==> src/rtl/maze_pkg.sv <==
// Shared types for the maze walker: move directions and FSM states.
// Counter option: define MAZE_WALKER_MOVE_CNT_EN to build move_cnt.
package maze_pkg;

    typedef enum logic [1:0] {
        DIR_YDEC = 2'b00,
        DIR_XINC = 2'b01,
        DIR_XDEC = 2'b10,
        DIR_YINC = 2'b11
    } dir_t;

    typedef enum logic [1:0] {
        IDLE  = 2'b00,
        READY = 2'b01,
        BUSY  = 2'b10
    } state_t;

endpackage

==> src/rtl/loc_stack.sv <==
// LIFO of visited locations; top entry is always visible on dout.
// Push has priority over pop; clear empties the stack in one cycle.
module loc_stack #(
    parameter int WIDTH = 8,
    parameter int DEPTH = 16
) (
    input  logic             clk,
    input  logic             rst,
    input  logic             clear,
    input  logic             push,
    input  logic             pop,
    input  logic [WIDTH-1:0] din,
    output logic [WIDTH-1:0] dout,
    output logic             empty,
    output logic             full
);

    localparam int AW   = (DEPTH > 1) ? $clog2(DEPTH) : 1;
    localparam int CNTW = $clog2(DEPTH + 1);

    logic [WIDTH-1:0] mem [DEPTH];
    logic [CNTW-1:0]  cnt;
    logic [CNTW-1:0]  top;

    assign empty = (cnt == '0);
    assign full  = (cnt == CNTW'(DEPTH));
    assign top   = cnt - CNTW'(1);
    assign dout  = mem[top[AW-1:0]];

    // Storage needs no reset: cnt alone defines which entries are live.
    always_ff @(posedge clk) begin
        if (push && !full) begin
            mem[cnt[AW-1:0]] <= din;
        end
    end

    always_ff @(posedge clk or negedge rst) begin
        if (!rst) begin
            cnt <= '0;
        end else if (clear) begin
            cnt <= '0;
        end else if (push && !full) begin
            cnt <= cnt + CNTW'(1);
        end else if (pop && !empty) begin
            cnt <= cnt - CNTW'(1);
        end
    end

endmodule

==> src/rtl/maze_walker.sv <==
// Grid walker with backtrack stack, edge blocking and error pulses.
// Define MAZE_WALKER_MOVE_CNT_EN to build the move_cnt counter.
module maze_walker
    import maze_pkg::*;
#(
    parameter int CW    = 4,
    parameter int DEPTH = 16
) (
    input  logic            clk,
    input  logic            rst,
    input  logic            load,
    input  logic [2*CW-1:0] start_loc,
    input  logic [2*CW-1:0] goal_loc,
    input  logic            step_valid,
    input  logic [1:0]      step_dir,
    output logic            step_ready,
    input  logic            back_valid,
    output logic [2*CW-1:0] cur_loc,
    output logic            edge_err,
    output logic            empty_err,
    output logic            full_err,
    output logic            stack_empty,
    output logic            stack_full,
    output logic            goal_hit,
    output logic [15:0]     move_cnt
);

    state_t          state;
    logic [CW-1:0]   x;
    logic [CW-1:0]   y;
    logic [CW-1:0]   nx;
    logic [CW-1:0]   ny;
    logic            blocked;
    logic [2*CW-1:0] next_loc;
    logic [2*CW-1:0] top_loc;
    logic            accept_step;
    logic            accept_back;
    logic            do_push;
    logic            do_pop;

    assign x        = cur_loc[2*CW-1:CW];
    assign y        = cur_loc[CW-1:0];
    assign next_loc = {nx, ny};

    always_comb begin
        nx      = x;
        ny      = y;
        blocked = 1'b0;
        unique case (dir_t'(step_dir))
            DIR_YDEC: begin
                blocked = (y == '0);
                ny      = y - CW'(1);
            end
            DIR_XINC: begin
                blocked = (x == '1);
                nx      = x + CW'(1);
            end
            DIR_XDEC: begin
                blocked = (x == '0);
                nx      = x - CW'(1);
            end
            DIR_YINC: begin
                blocked = (y == '1);
                ny      = y + CW'(1);
            end
        endcase
    end

    // Step beats back; load beats both.
    assign accept_step = (state == READY) && step_valid && !load;
    assign accept_back = (state == READY) && back_valid
                         && !step_valid && !load;
    assign do_push     = accept_step && !stack_full && !blocked;
    assign do_pop      = accept_back && !stack_empty;

    assign goal_hit = (state != IDLE) && (cur_loc == goal_loc);

    loc_stack #(
        .WIDTH(2*CW),
        .DEPTH(DEPTH)
    ) u_stack (
        .clk  (clk),
        .rst  (rst),
        .clear(load),
        .push (do_push),
        .pop  (do_pop),
        .din  (cur_loc),
        .dout (top_loc),
        .empty(stack_empty),
        .full (stack_full)
    );

    always_ff @(posedge clk or negedge rst) begin
        if (!rst) begin
            state      <= IDLE;
            step_ready <= 1'b0;
            cur_loc    <= '0;
            edge_err   <= 1'b0;
            empty_err  <= 1'b0;
            full_err   <= 1'b0;
        end else begin
            edge_err  <= 1'b0;
            empty_err <= 1'b0;
            full_err  <= 1'b0;
            if (load) begin
                state      <= READY;
                step_ready <= 1'b1;
                cur_loc    <= start_loc;
            end else begin
                unique case (state)
                    IDLE: begin
                        step_ready <= 1'b0;
                    end
                    READY: begin
                        if (accept_step) begin
                            state      <= BUSY;
                            step_ready <= 1'b0;
                            if (stack_full) begin
                                full_err <= 1'b1;
                            end else if (blocked) begin
                                edge_err <= 1'b1;
                            end else begin
                                cur_loc <= next_loc;
                            end
                        end else if (accept_back) begin
                            state      <= BUSY;
                            step_ready <= 1'b0;
                            if (stack_empty) begin
                                empty_err <= 1'b1;
                            end else begin
                                cur_loc <= top_loc;
                            end
                        end
                    end
                    BUSY: begin
                        state      <= READY;
                        step_ready <= 1'b1;
                    end
                    default: begin
                        state      <= IDLE;
                        step_ready <= 1'b0;
                    end
                endcase
            end
        end
    end

`ifdef MAZE_WALKER_MOVE_CNT_EN
    logic [15:0] cnt_q;

    always_ff @(posedge clk or negedge rst) begin
        if (!rst) begin
            cnt_q <= '0;
        end else if (load) begin
            cnt_q <= '0;
        end else if ((do_push || do_pop) && cnt_q != 16'hFFFF) begin
            cnt_q <= cnt_q + 16'd1;
        end
    end

    assign move_cnt = cnt_q;
`else
    assign move_cnt = '0;
`endif

endmodule

==> config.mk <==
export PLATFORM = sky130hd
export DESIGN_NAME = maze_walker
export DESIGN_NICKNAME = d
export VERILOG_FILES = /design/src/rtl/maze_pkg.sv /design/src/rtl/loc_stack.sv /design/src/rtl/maze_walker.sv
export SDC_FILE = /design/constraint.sdc
export NUM_CORES = 1
export LEC_CHECK = 0
export BUFFER_PORTS_ARGS = -buffer_cell sky130_fd_sc_hd__buf_2
export CAP_MARGIN = 20
export CORE_ASPECT_RATIO = 0.9
export CORE_MARGIN = 1
export CORE_UTILIZATION = 48
export DETAILED_ROUTE_END_ITERATION = 12
export GPL_ROUTABILITY_DRIVEN = 0
export HOLD_SLACK_MARGIN = 0.02
export MAX_ROUTING_LAYER = met4
export PLACE_DENSITY = 0.69
export SYNTH_ARGS = -nofsm -noshare
export SYNTH_HDL_FRONTEND = slang
export SYNTH_SLANG_ARGS = --single-unit
==> constraint.sdc <==
create_clock -name clk -period 3.89 [get_ports clk]
set_clock_uncertainty 0.05 [all_clocks]
set_input_delay 0 -clock clk [delete_from_list [all_inputs] [get_ports clk]]
set_output_delay 0 -clock clk [all_outputs]
set_load 0.02 [all_outputs]
==> summary.md, run 1 <==
| Metric | Value |
|---|---|
| Commonest non-fill, non-tap cell in the layout | `edfxtp_1` |
| WS Path Type | `register to register` |
| Post-synth EDFFs | `128` |
| Critical path startpoint | `cur_loc[1]$_DFFE_PN0P_` |
| Worst Reg2Reg Path Length in Cells | `6` |
| H-tree depth | `4` |
| Crit. End Element | `register` |
| Slew Viols, Final | `0` |
| Cells after Synth | `433` |
| Drt via density | `5.62` |
| Hold-fix buffer count after cts | `14` |
| CTS tree | `yes` |
| Maximum clock rate | `309 MHz` |
| TNS Setup | `0 ps` |
| Min-delay worst type | `primary input to primary output` |
| Slowest stage delay, CP | `920 ps` |
| Area share of the largest cell type after synthesis | `57.2%` |
| Setup bufs post-CTS | `0` |
| P_leak | `2.83 nW` |
| DRT Pass-1 Iters | `5` |
| Die H | `114 microns` |
| Max clock buf depth | `2` |
| CP Cell Sequence | `nor4_1 > nand2_1 > o221ai_2 > nor2_1 > nand2_1 > nor2_1` |
| Clock period minus worst slack | `3230 ps` |
| Mapped Area | `6720 sq um` |
| Skew-Pair Late Insertion Delay | `420 ps` |
| Rows | `40` |
| R2R Path End | `u_stack.mem[10][2]$_DFFE_PP_` |
| Hold Crit Start | `goal_loc[3]` |
| CP max-delay cell | `dfrtp_1` |
| WHS | `341 ps` |
| TritonCTS buffer count | `17` |
| Cell taking the most area after synthesis | `edfxtp_1` |
| Antenna viol nets, final | `0` |
| Req. time, crit path | `3880 ps` |
| Most frequent cells in the layout | `edfxtp_1, nand2_1, buf_2, mux4_2, nand3_1` |
| Layout cell share with drive strength beyond 1 | `24.7%` |
| Total grt overflow | `0` |
| Post-synthesis sequential area ratio | `64.3%` |
| IO Pins | `54` |
| FF-to-FF setup slack | `660 ps` |
| RSZ-0062 raised after global routing | `no` |
| Port Buf Inserts | `37` |
| DP HPWL | `9050 microns` |
| Top_reg_cell synth | `edfxtp_1` |
| Chip width | `127 microns` |
| Routed len/inst | `20.9 microns` |
| Worst-path maximum fanout | `23` |
| Largest net degree at the start of global routing | `31` |
| Syn. warnings | `0` |
| Max_cap viols | `0` |
| DRC | `0` |
| Nets | `537` |
| Post-synth cell types | `50` |
| CP Launch Type | `register` |
| Global-route wire length before repair | `21900 microns` |
| Ys async rst share | `12.9%` |
| CTS clk-pin slew, worst paths | `60 ps` |
| Core box area | `13500 sq um` |
| Worst slew margin relative to its limit | `39.1%` |
| Avg Inst Size Synth | `15.5 sq um` |
| Final Hold Vio Count | `0` |
| PD cells | `574 nW/um^2` |
| Critical Path Sink | `u_stack.mem[10][2]$_DFFE_PP_` |
| Die Area | `14500 sq um` |
| Power, Total | `4.46 mW` |
| Clk Tree Root Cell | `clkbuf_16` |
| Final WL | `14200 microns` |
| CTS Sinks | `147` |
| Worst slew pin tran | `911 ps` |
| Worst R2R Start | `cur_loc[1]$_DFFE_PN0P_` |
| Layout area overhead | `15.8%` |
| Total number of vias | `3814` |
| CTS-repair resized insts | `0` |
| Initial Util | `49.7%` |
| Peak supply drop | `0.495 mV` |
| CP arrival | `3230 ps` |
| Top post-synthesis cells by area | `edfxtp_1, mux4_2, dfrtp_1` |
| Fin crit share | `83.1%` |
| Initial antenna violation count | `0` |
| Status | `completed` |
| Post-synthesis register bit count | `147` |
| Final setup vio count | `0` |
| Vias in the first global route | `3888` |
| # diodes | `0` |
| GRT Resource Usage Total | `22.0%` |
| Iter 0 DRT Violations | `346` |
==> logic make-up after synthesis <==
family / after synthesis / share of synthesized area [%]
AND/OR/NAND/NOR: 129 / 8.98
buffers and inverters: 48 / 4.30
other: 1 / 0.0558
adder cells (fa/ha/maj): 16 / 3.20
XOR/XNOR: 20 / 2.89
multiplexers: 43 / 12.9
flip-flops: 147 / 64.3
AO/OA/AOI/OAI: 29 / 3.33
==> power breakdown <==
part           switching [mW]  internal (mW)
Sequential              0.132           1.88
Combinational           0.482          0.326
Clock                   0.677          0.963
==> critical path: cells and delay by family, from the launching register on <==
family	cells	cell delay, ps
AND/OR/NAND/NOR	5	1710
AO/OA/AOI/OAI	1	170
flip-flops	1	920
==> Yosys cell counts (2+ instances only) <==
cell type  count
a21o_1         2
a21oi_1        7
a22oi_1        3
and3_1         3
buf_2          5
buf_4         19
buf_6          2
clkbuf_1       7
dfrtp_1       19
edfxtp_1     128
fa_1           2
ha_1          14
inv_1         14
mux2_2         4
mux2_4         3
mux2i_1        4
mux4_1         5
mux4_2        27
nand2_1       50
nand2b_1       6
nand3_1       26
nand4_1        3
nor2_1        22
nor2b_1        3
nor3_1         8
nor4_1         2
o211ai_1       2
o21ai_0        4
xnor2_1       16
xor2_1         3
==> final cells by class <==
type | instances | area (sq um)
Clock buffer | 17 | 425
Sequential cell | 147 | 4320
Inverter | 14 | 52.6
Timing Repair Buffer | 65 | 430
Multi-Input combinational cell | 253 | 2170
Fill cell | 1048 | 5740
Clock inverter | 15 | 171
Tap cell | 168 | 210
==> per-stage QoR <==
| step | instance area, sq um | cells | worst slack (ps) | util (%) |
|---|---|---|---|---|
| after detailed placement | 7040 | 633 | 692 | 52.1 |
| after floorplan | 6770 | 448 | 1050 | - |
| after global routing | 7780 | 679 | 384 | 57.5 |
| final | 7780 | 679 | 656 | 57.5 |
| after global placement | 7040 | 633 | 771 | 52.1 |
| after CTS | 7780 | 679 | 669 | 57.5 |
==> state kept, by name, indices dropped and copies added (netlist names) <==
signal,count
u_stack.cnt,5
u_stack.mem,128
edge_err,1
full_err,1
empty_err,1
cur_loc,8
step_ready,1
state,2
==> per-layer routing <==
metal  GRT usage [%]  vias up  wire, microns
met4            9.21        0            428
li1                -     1734              -
met5               -        -              0
met1            29.2     1905           6380
met2            32.6      148           6610
met3            5.84       27            761
==> worst min-delay path by stage <==
stage	endpoint	slack, ps	cells past startpoint
floorplan	cur_loc[0]$_DFFE_PN0P_	-350	0
global placement	u_stack.cnt[2]$_DFFE_PN0P_	-90	1
detailed placement	u_stack.cnt[4]$_DFFE_PN0P_	-80	1
CTS	cur_loc[1]$_DFFE_PN0P_	320	6
global route	goal_hit	380	5
finish	goal_hit	340	5
(Power assumes the default switching activity.)
==> run 2: changes to the inputs <==
--- a/config.mk
+++ b/config.mk
@@ -14,7 +14,7 @@
 export GPL_ROUTABILITY_DRIVEN = 0
 export HOLD_SLACK_MARGIN = 0.02
 export MAX_ROUTING_LAYER = met4
-export PLACE_DENSITY = 0.69
+export PLACE_DENSITY = 0.72
 export SYNTH_ARGS = -nofsm -noshare
 export SYNTH_HDL_FRONTEND = slang
 export SYNTH_SLANG_ARGS = --single-unit
==> constraint.sdc (replaced) <==
create_clock -name clk -period 2.7 [get_ports clk]
set_clock_uncertainty 0.05 [all_clocks]
set_input_delay 0 -clock clk [delete_from_list [all_inputs] [get_ports clk]]
set_output_delay 0 -clock clk [all_outputs]
set_load 0.02 [all_outputs]
==> summary.md, run 2 (same netlist as run 1, synthesis figures left out) <==
| Metric | Value |
|---|---|
| Final setup vio count | `0 (unchanged)` |
| Peak supply drop | `0.625 mV (+26%)` |
| DP HPWL | `9670 microns (+6.9%)` |
| Clk Tree Root Cell | `clkbuf_16` |
| WS Path Type | `register to register` |
| TNS Setup | `0 ps (unchanged)` |
| CTS clk-pin slew, worst paths | `60 ps (about the same)` |
| Final core occ | `59.1% (+1.5 points)` |
| Status | `completed` |
| CP arrival | `2780 ps (-450 ps)` |
| P_leak | `2.96 nW (+4.6%)` |
| TritonCTS buffer count | `17 (unchanged)` |
| Initial antenna violation count | `0 (unchanged)` |
| Rows | `40 (unchanged)` |
| Slowest stage delay, CP | `790 ps (-130 ps)` |
| IO Pins | `54 (unchanged)` |
| Maximum clock rate | `401 MHz (+30%)` |
| Chip width | `127 microns (unchanged)` |
| CTS tree | `yes` |
| CP top delay family | `XOR/XNOR gates` |
| Max clock buf depth | `2 (unchanged)` |
| Commonest non-fill, non-tap cell in the layout | `edfxtp_1` |
| Slew Viols, Final | `0 (unchanged)` |
| Worst slew margin relative to its limit | `34.4% (-4.7 points)` |
| Total grt overflow | `0 (unchanged)` |
| GRT Resource Usage Total | `22.8% (+0.77 points)` |
| # diodes | `0 (unchanged)` |
| Fin crit share | `92.3% (+9.1 points)` |
| Final Instance Area | `7980 sq um (+2.7%)` |
| Final WL | `14900 microns (+4.9%)` |
| Drt via density | `5.83 (+3.8%)` |
| Setup WS pre-CTS | `176 ps (-516 ps)` |
| Worst-path maximum fanout | `15 (-35%)` |
| Vias in the first global route | `4009 (+3.1%)` |
| DRT Pass-1 Iters | `6 (+1)` |
| CP max-delay cell | `xor2_1` |
| Antenna viol nets, final | `0 (unchanged)` |
| Req. time, crit path | `2990 ps (-890 ps)` |
| DRC | `0 (unchanged)` |
| DP Area | `7250 sq um (+3.0%)` |
| Min-delay worst type | `primary input to primary output` |
| PD cells | `818 nW/um^2 (+42%)` |
| Power, Total | `6.53 mW (+46%)` |
| Most frequent cells in the layout | `edfxtp_1, nand2_1, buf_2, buf_4, mux4_2` |
| CP Launch Type | `register` |
| WP depth | `8 (+2)` |
| Initial Util | `49.7% (unchanged)` |
| Dpl cells | `657 (+3.8%)` |
| H-tree depth | `4 (unchanged)` |
| Worst setup margin | `209 ps (-447 ps)` |
| Setup bufs post-CTS | `0 (unchanged)` |
| Total number of vias | `4097 (+7.4%)` |
| Layout area overhead | `18.8%` |
| Clock period minus worst slack | `2490 ps (-743 ps)` |
| Layout cell share with drive strength beyond 1 | `27.9% (+3.2 points)` |
| Port Buf Inserts | `37 (unchanged)` |
| Final Hold Vio Count | `0 (unchanged)` |
| Max_cap viols | `0 (unchanged)` |
| WHS | `345 ps (+4.22 ps)` |
| Max FFs per register | `128 (unchanged)` |
| Iter 0 DRT Violations | `431 (+25%)` |
| Fin cells | `703 (+3.5%)` |
| RSZ-0062 raised after global routing | `no` |
| Die H | `114 microns (unchanged)` |
| Worst slew pin tran | `981 ps (+70.1 ps)` |
| Core box area | `13500 sq um (unchanged)` |
| Worst Path Buf+Inv | `1 (+1)` |
| CTS Sinks | `147 (unchanged)` |
| Skew-Pair Late Insertion Delay | `420 ps (about the same)` |
| Routed len/inst | `21.1 microns (+1.3%)` |
| Global-route wire length before repair | `22600 microns (+2.9%)` |
| Crit. End Element | `register` |
| Die Area | `14500 sq um (unchanged)` |
| CP Cell Sequence | `inv_1 > ha_1 > xor2_1 > nand2_1 > and3_1 > a21oi_1 > a222oi_1 > mux2i_1` |
| Worst Reg2Reg Path Length in Cells | `8 (+2)` |
| Nets | `561 (+4.5%)` |
| Largest net degree at the start of global routing | `38 (+23%)` |
| Worst hold path cell count | `5 (unchanged)` |
==> run 2: layout make-up <==
type	instances	area, sq um
Fill cell	999	5530
Sequential cell	147	4320
Multi-Input combinational cell	253	2170
Timing Repair Buffer	89	636
Clock buffer	19	433
Tap cell	168	210
Clock inverter	13	159
Inverter	14	52.6
==> run 2: power by group <==
group          internal (mW)  total, mW  leakage, nW  switching, mW
clock                   1.45       2.36        0.285          0.911
sequential              2.71       2.82         1.39          0.104
combinational          0.533       1.35         1.28          0.819
total                   4.69       6.53         2.96           1.83
==> run 2: what timing repair did <==
| item | 4_1_cts | 5_1_grt |
|---|---|---|
| hold endpoints to repair | 35 | 0 |
| endpoints found under the setup margin | 0 | 7 |
| hold buffers | 14 | 0 |
| gates resized for setup | 0 | 1 |
==> run 2: final timing paths <==
path	startpoint	endpoint	slack, ps
worst max register to register	u_stack.cnt[1]$_DFFE_PN0P_	cur_loc[6]$_DFFE_PN0P_	210
worst min-delay path	goal_loc[7]	goal_hit	350
max in group asynchronous	rst	u_stack.cnt[0]$_DFFE_PN0P_	1300
min in group asynchronous	rst	u_stack.cnt[4]$_DFFE_PN0P_	710
worst max-delay path	u_stack.cnt[1]$_DFFE_PN0P_	cur_loc[6]$_DFFE_PN0P_	210
worst min register to register	step_ready$_DFFE_PN0P_	step_ready$_DFFE_PN0P_	460
==> run 2: worst register-to-register path, cell delays in order (launching register included) <==
cell and delay, ps:
dfrtp_1 440, inv_1 140, ha_1 250, xor2_1 790
nand2_1 100, and3_1 210, a21oi_1 140, a222oi_1 110
mux2i_1 180
==> run 2: routing by layer <==
layer	routed length, microns	global-route usage, %	part of all wire, %
met5	0	-	0
met1	6330	30.6	43
met2	6840	33.3	46
met4	391	11.0	2.6
met3	1310	4.91	8.8
==> run 3: changes to the inputs <==
--- a/config.mk
+++ b/config.mk
@@ -6,15 +6,17 @@
 export NUM_CORES = 1
 export LEC_CHECK = 0
 export BUFFER_PORTS_ARGS = -buffer_cell sky130_fd_sc_hd__buf_2
-export CAP_MARGIN = 20
+export CAP_MARGIN = 0
+export CELL_PAD_IN_SITES_DETAIL_PLACEMENT = 0
+export CELL_PAD_IN_SITES_GLOBAL_PLACEMENT = 1
 export CORE_ASPECT_RATIO = 0.9
 export CORE_MARGIN = 1
-export CORE_UTILIZATION = 48
+export CORE_UTILIZATION = 46
 export DETAILED_ROUTE_END_ITERATION = 12
 export GPL_ROUTABILITY_DRIVEN = 0
 export HOLD_SLACK_MARGIN = 0.02
 export MAX_ROUTING_LAYER = met4
-export PLACE_DENSITY = 0.72
+export PLACE_DENSITY = 0.79
 export SYNTH_ARGS = -nofsm -noshare
 export SYNTH_HDL_FRONTEND = slang
 export SYNTH_SLANG_ARGS = --single-unit
==> summary.md, run 3 (same netlist as run 1, synthesis figures left out) <==
| Metric | Value |
|---|---|
| CP max-delay cell | `dfrtp_1` |
| Most frequent cells in the layout | `edfxtp_1, nand2_1, buf_2, buf_4, mux4_2` |
| Largest net degree at the start of global routing | `38 (unchanged)` |
| CP Launch Type | `register` |
| Slowest stage delay, CP | `460 ps (-330 ps)` |
| Skew-Pair Late Insertion Delay | `430 ps (about the same)` |
| CTS clk-pin slew, worst paths | `60 ps (about the same)` |
| Antenna viol nets, final | `0 (unchanged)` |
| Chip width | `129 microns (+2.1%)` |
| Vias in the first global route | `3731 (-6.9%)` |
| PD cells | `803 nW/um^2 (-1.8%)` |
| Nets | `561 (unchanged)` |
| IO Pins | `54 (unchanged)` |
| Iter 0 DRT Violations | `328 (-24%)` |
| Port Buf Inserts | `37 (unchanged)` |
| Worst slew pin tran | `948 ps (-33.2 ps)` |
| Layout cell share with drive strength beyond 1 | `27.7% (-0.19 points)` |
| P_leak | `2.95 nW (-0.37%)` |
| Clk Tree Root Cell | `clkbuf_16` |
| Worst hold path cell count | `5 (unchanged)` |
| FF-to-FF setup slack | `180 ps (-30 ps)` |
| Slew Viols, Final | `0 (unchanged)` |
| Maximum clock rate | `397 MHz (-1.2%)` |
| GRT Resource Usage Total | `21.5% (-1.3 points)` |
| Req. time, crit path | `2960 ps (-30 ps)` |
| Max clock buf depth | `2 (unchanged)` |
| Final Hold Vio Count | `0 (unchanged)` |
| Worst-path maximum fanout | `16 (+1)` |
| Total number of vias | `3945 (-3.7%)` |
| Fin crit share | `93.4% (+1.1 points)` |
| H-tree depth | `4 (unchanged)` |
| CP arrival | `2780 ps (about the same)` |
| CTS tree | `yes` |
| Commonest non-fill, non-tap cell in the layout | `edfxtp_1` |
| DP HPWL | `9830 microns (+1.6%)` |
| Die H | `117 microns (+2.1%)` |
| DRC | `0 (unchanged)` |
| Max FFs per register | `128 (unchanged)` |
| TritonCTS buffer count | `17 (unchanged)` |
| Status | `completed` |
| WHS | `339 ps (-6.22 ps)` |
| Setup bufs post-CTS | `0 (unchanged)` |
| Power, Total | `6.43 mW (-1.5%)` |
| Initial antenna violation count | `0 (unchanged)` |
| Layout area overhead | `19.2%` |
| Routed len/inst | `20.0 microns (-5.4%)` |
| WS Path Type | `register to register` |
| CTS Sinks | `147 (unchanged)` |
| Core box area | `14200 sq um (+4.8%)` |
| # diodes | `0 (unchanged)` |
| Crit. End Element | `register` |
| Peak supply drop | `0.572 mV (-8.6%)` |
| Drt via density | `5.42 (-7.0%)` |
| Max_cap viols | `0 (unchanged)` |
| Final WL | `14600 microns (-2.0%)` |
| DRT Pass-1 Iters | `5 (-1)` |
| Total grt overflow | `0 (unchanged)` |
| Worst Reg2Reg Path Length in Cells | `9 (+1)` |
| RSZ-0062 raised after global routing | `no` |
| Min-delay worst type | `primary input to primary output` |
| Initial Util | `47.4% (-2.3 points)` |
| Final setup vio count | `0 (unchanged)` |
| Global-route wire length before repair | `21800 microns (-3.4%)` |
| Rows | `41 (+2.5%)` |
| Worst slew margin relative to its limit | `36.6% (+2.2 points)` |
| Clock period minus worst slack | `2520 ps (+30.6 ps)` |
| CP Cell Sequence | `inv_1 > ha_1 > buf_4 > mux4_2 > nand2_1 > nand3_1 > a311oi_2 > a21oi_1 > mux2_4` |
| Die Area | `15100 sq um (+4.3%)` |
==> run 3: critical path, delay by kind of cell, from the launching register on <==
| family | cells | cell delay [ps] |
|---|---|---|
| buffers and inverters | 2 | 400 |
| AND/OR/NAND/NOR | 2 | 200 |
| multiplexers | 2 | 620 |
| flip-flops | 1 | 460 |
| AO/OA/AOI/OAI | 2 | 330 |
| adder cells (fa/ha/maj) | 1 | 350 |
==> run 3: report_power, final <==
part	internal [mW]	leakage [nW]	switching [mW]
combinational	0.531	1.28	0.783
sequential	2.71	1.39	0.109
clock	1.36	0.275	0.930
total	4.61	2.95	1.82
==> run 3: stage by stage <==
step / instance area (sq um) / TNS, ps / std cells / setup slack (ps) / utilization, %
finish: 8010 / 0 / 728 / 178 / 56.5
global route: 8010 / 0 / 728 / 46.6 / 56.5
CTS: 8000 / 0 / 728 / 110 / 56.5
detailed placement: 7270 / 0 / 681 / 136 / 51.4
global placement: 7270 / 0 / 681 / 127 / 51.4
floorplan: 6780 / -3040 / 448 / -134 / -
==> run 3: timing repair <==
item                       in CTS  in global routing
setup endpoints to repair       0                 92
gates resized for setup         0                  1
hold buffers                   15                  0
hold endpoints to repair       35                  0
==> run 3: cell type report <==
| class | count | area, sq um |
|---|---|---|
| Timing Repair Buffer | 89 | 638 |
| Multi-Input combinational cell | 253 | 2170 |
| Fill cell | 1115 | 6150 |
| Tap cell | 193 | 241 |
| Clock inverter | 15 | 154 |
| Sequential cell | 147 | 4320 |
| Inverter | 14 | 52.6 |
| Clock buffer | 17 | 425 |
==> run 3: layer usage <==
metal | part of all wire, % | GRT usage (%) | vias to the layer above
met3 | 6.9 | 6.41 | 30
met1 | 45 | 30.0 | 1967
met5 | 0 | - | -
li1 | - | - | 1788
met2 | 46 | 29.7 | 160
met4 | 1.9 | 7.37 | 0
==> run 3: worst paths after layout <==
check | to | start
hold reg to reg | step_ready$_DFFE_PN0P_ | step_ready$_DFFE_PN0P_
max in group asynchronous | u_stack.cnt[2]$_DFFE_PN0P_ | rst
min in group asynchronous | cur_loc[0]$_DFFE_PN0P_ | rst
setup reg to reg | cur_loc[5]$_DFFE_PN0P_ | u_stack.cnt[1]$_DFFE_PN0P_
hold / removal | goal_hit | goal_loc[7]
setup / recovery | cur_loc[5]$_DFFE_PN0P_ | u_stack.cnt[1]$_DFFE_PN0P_
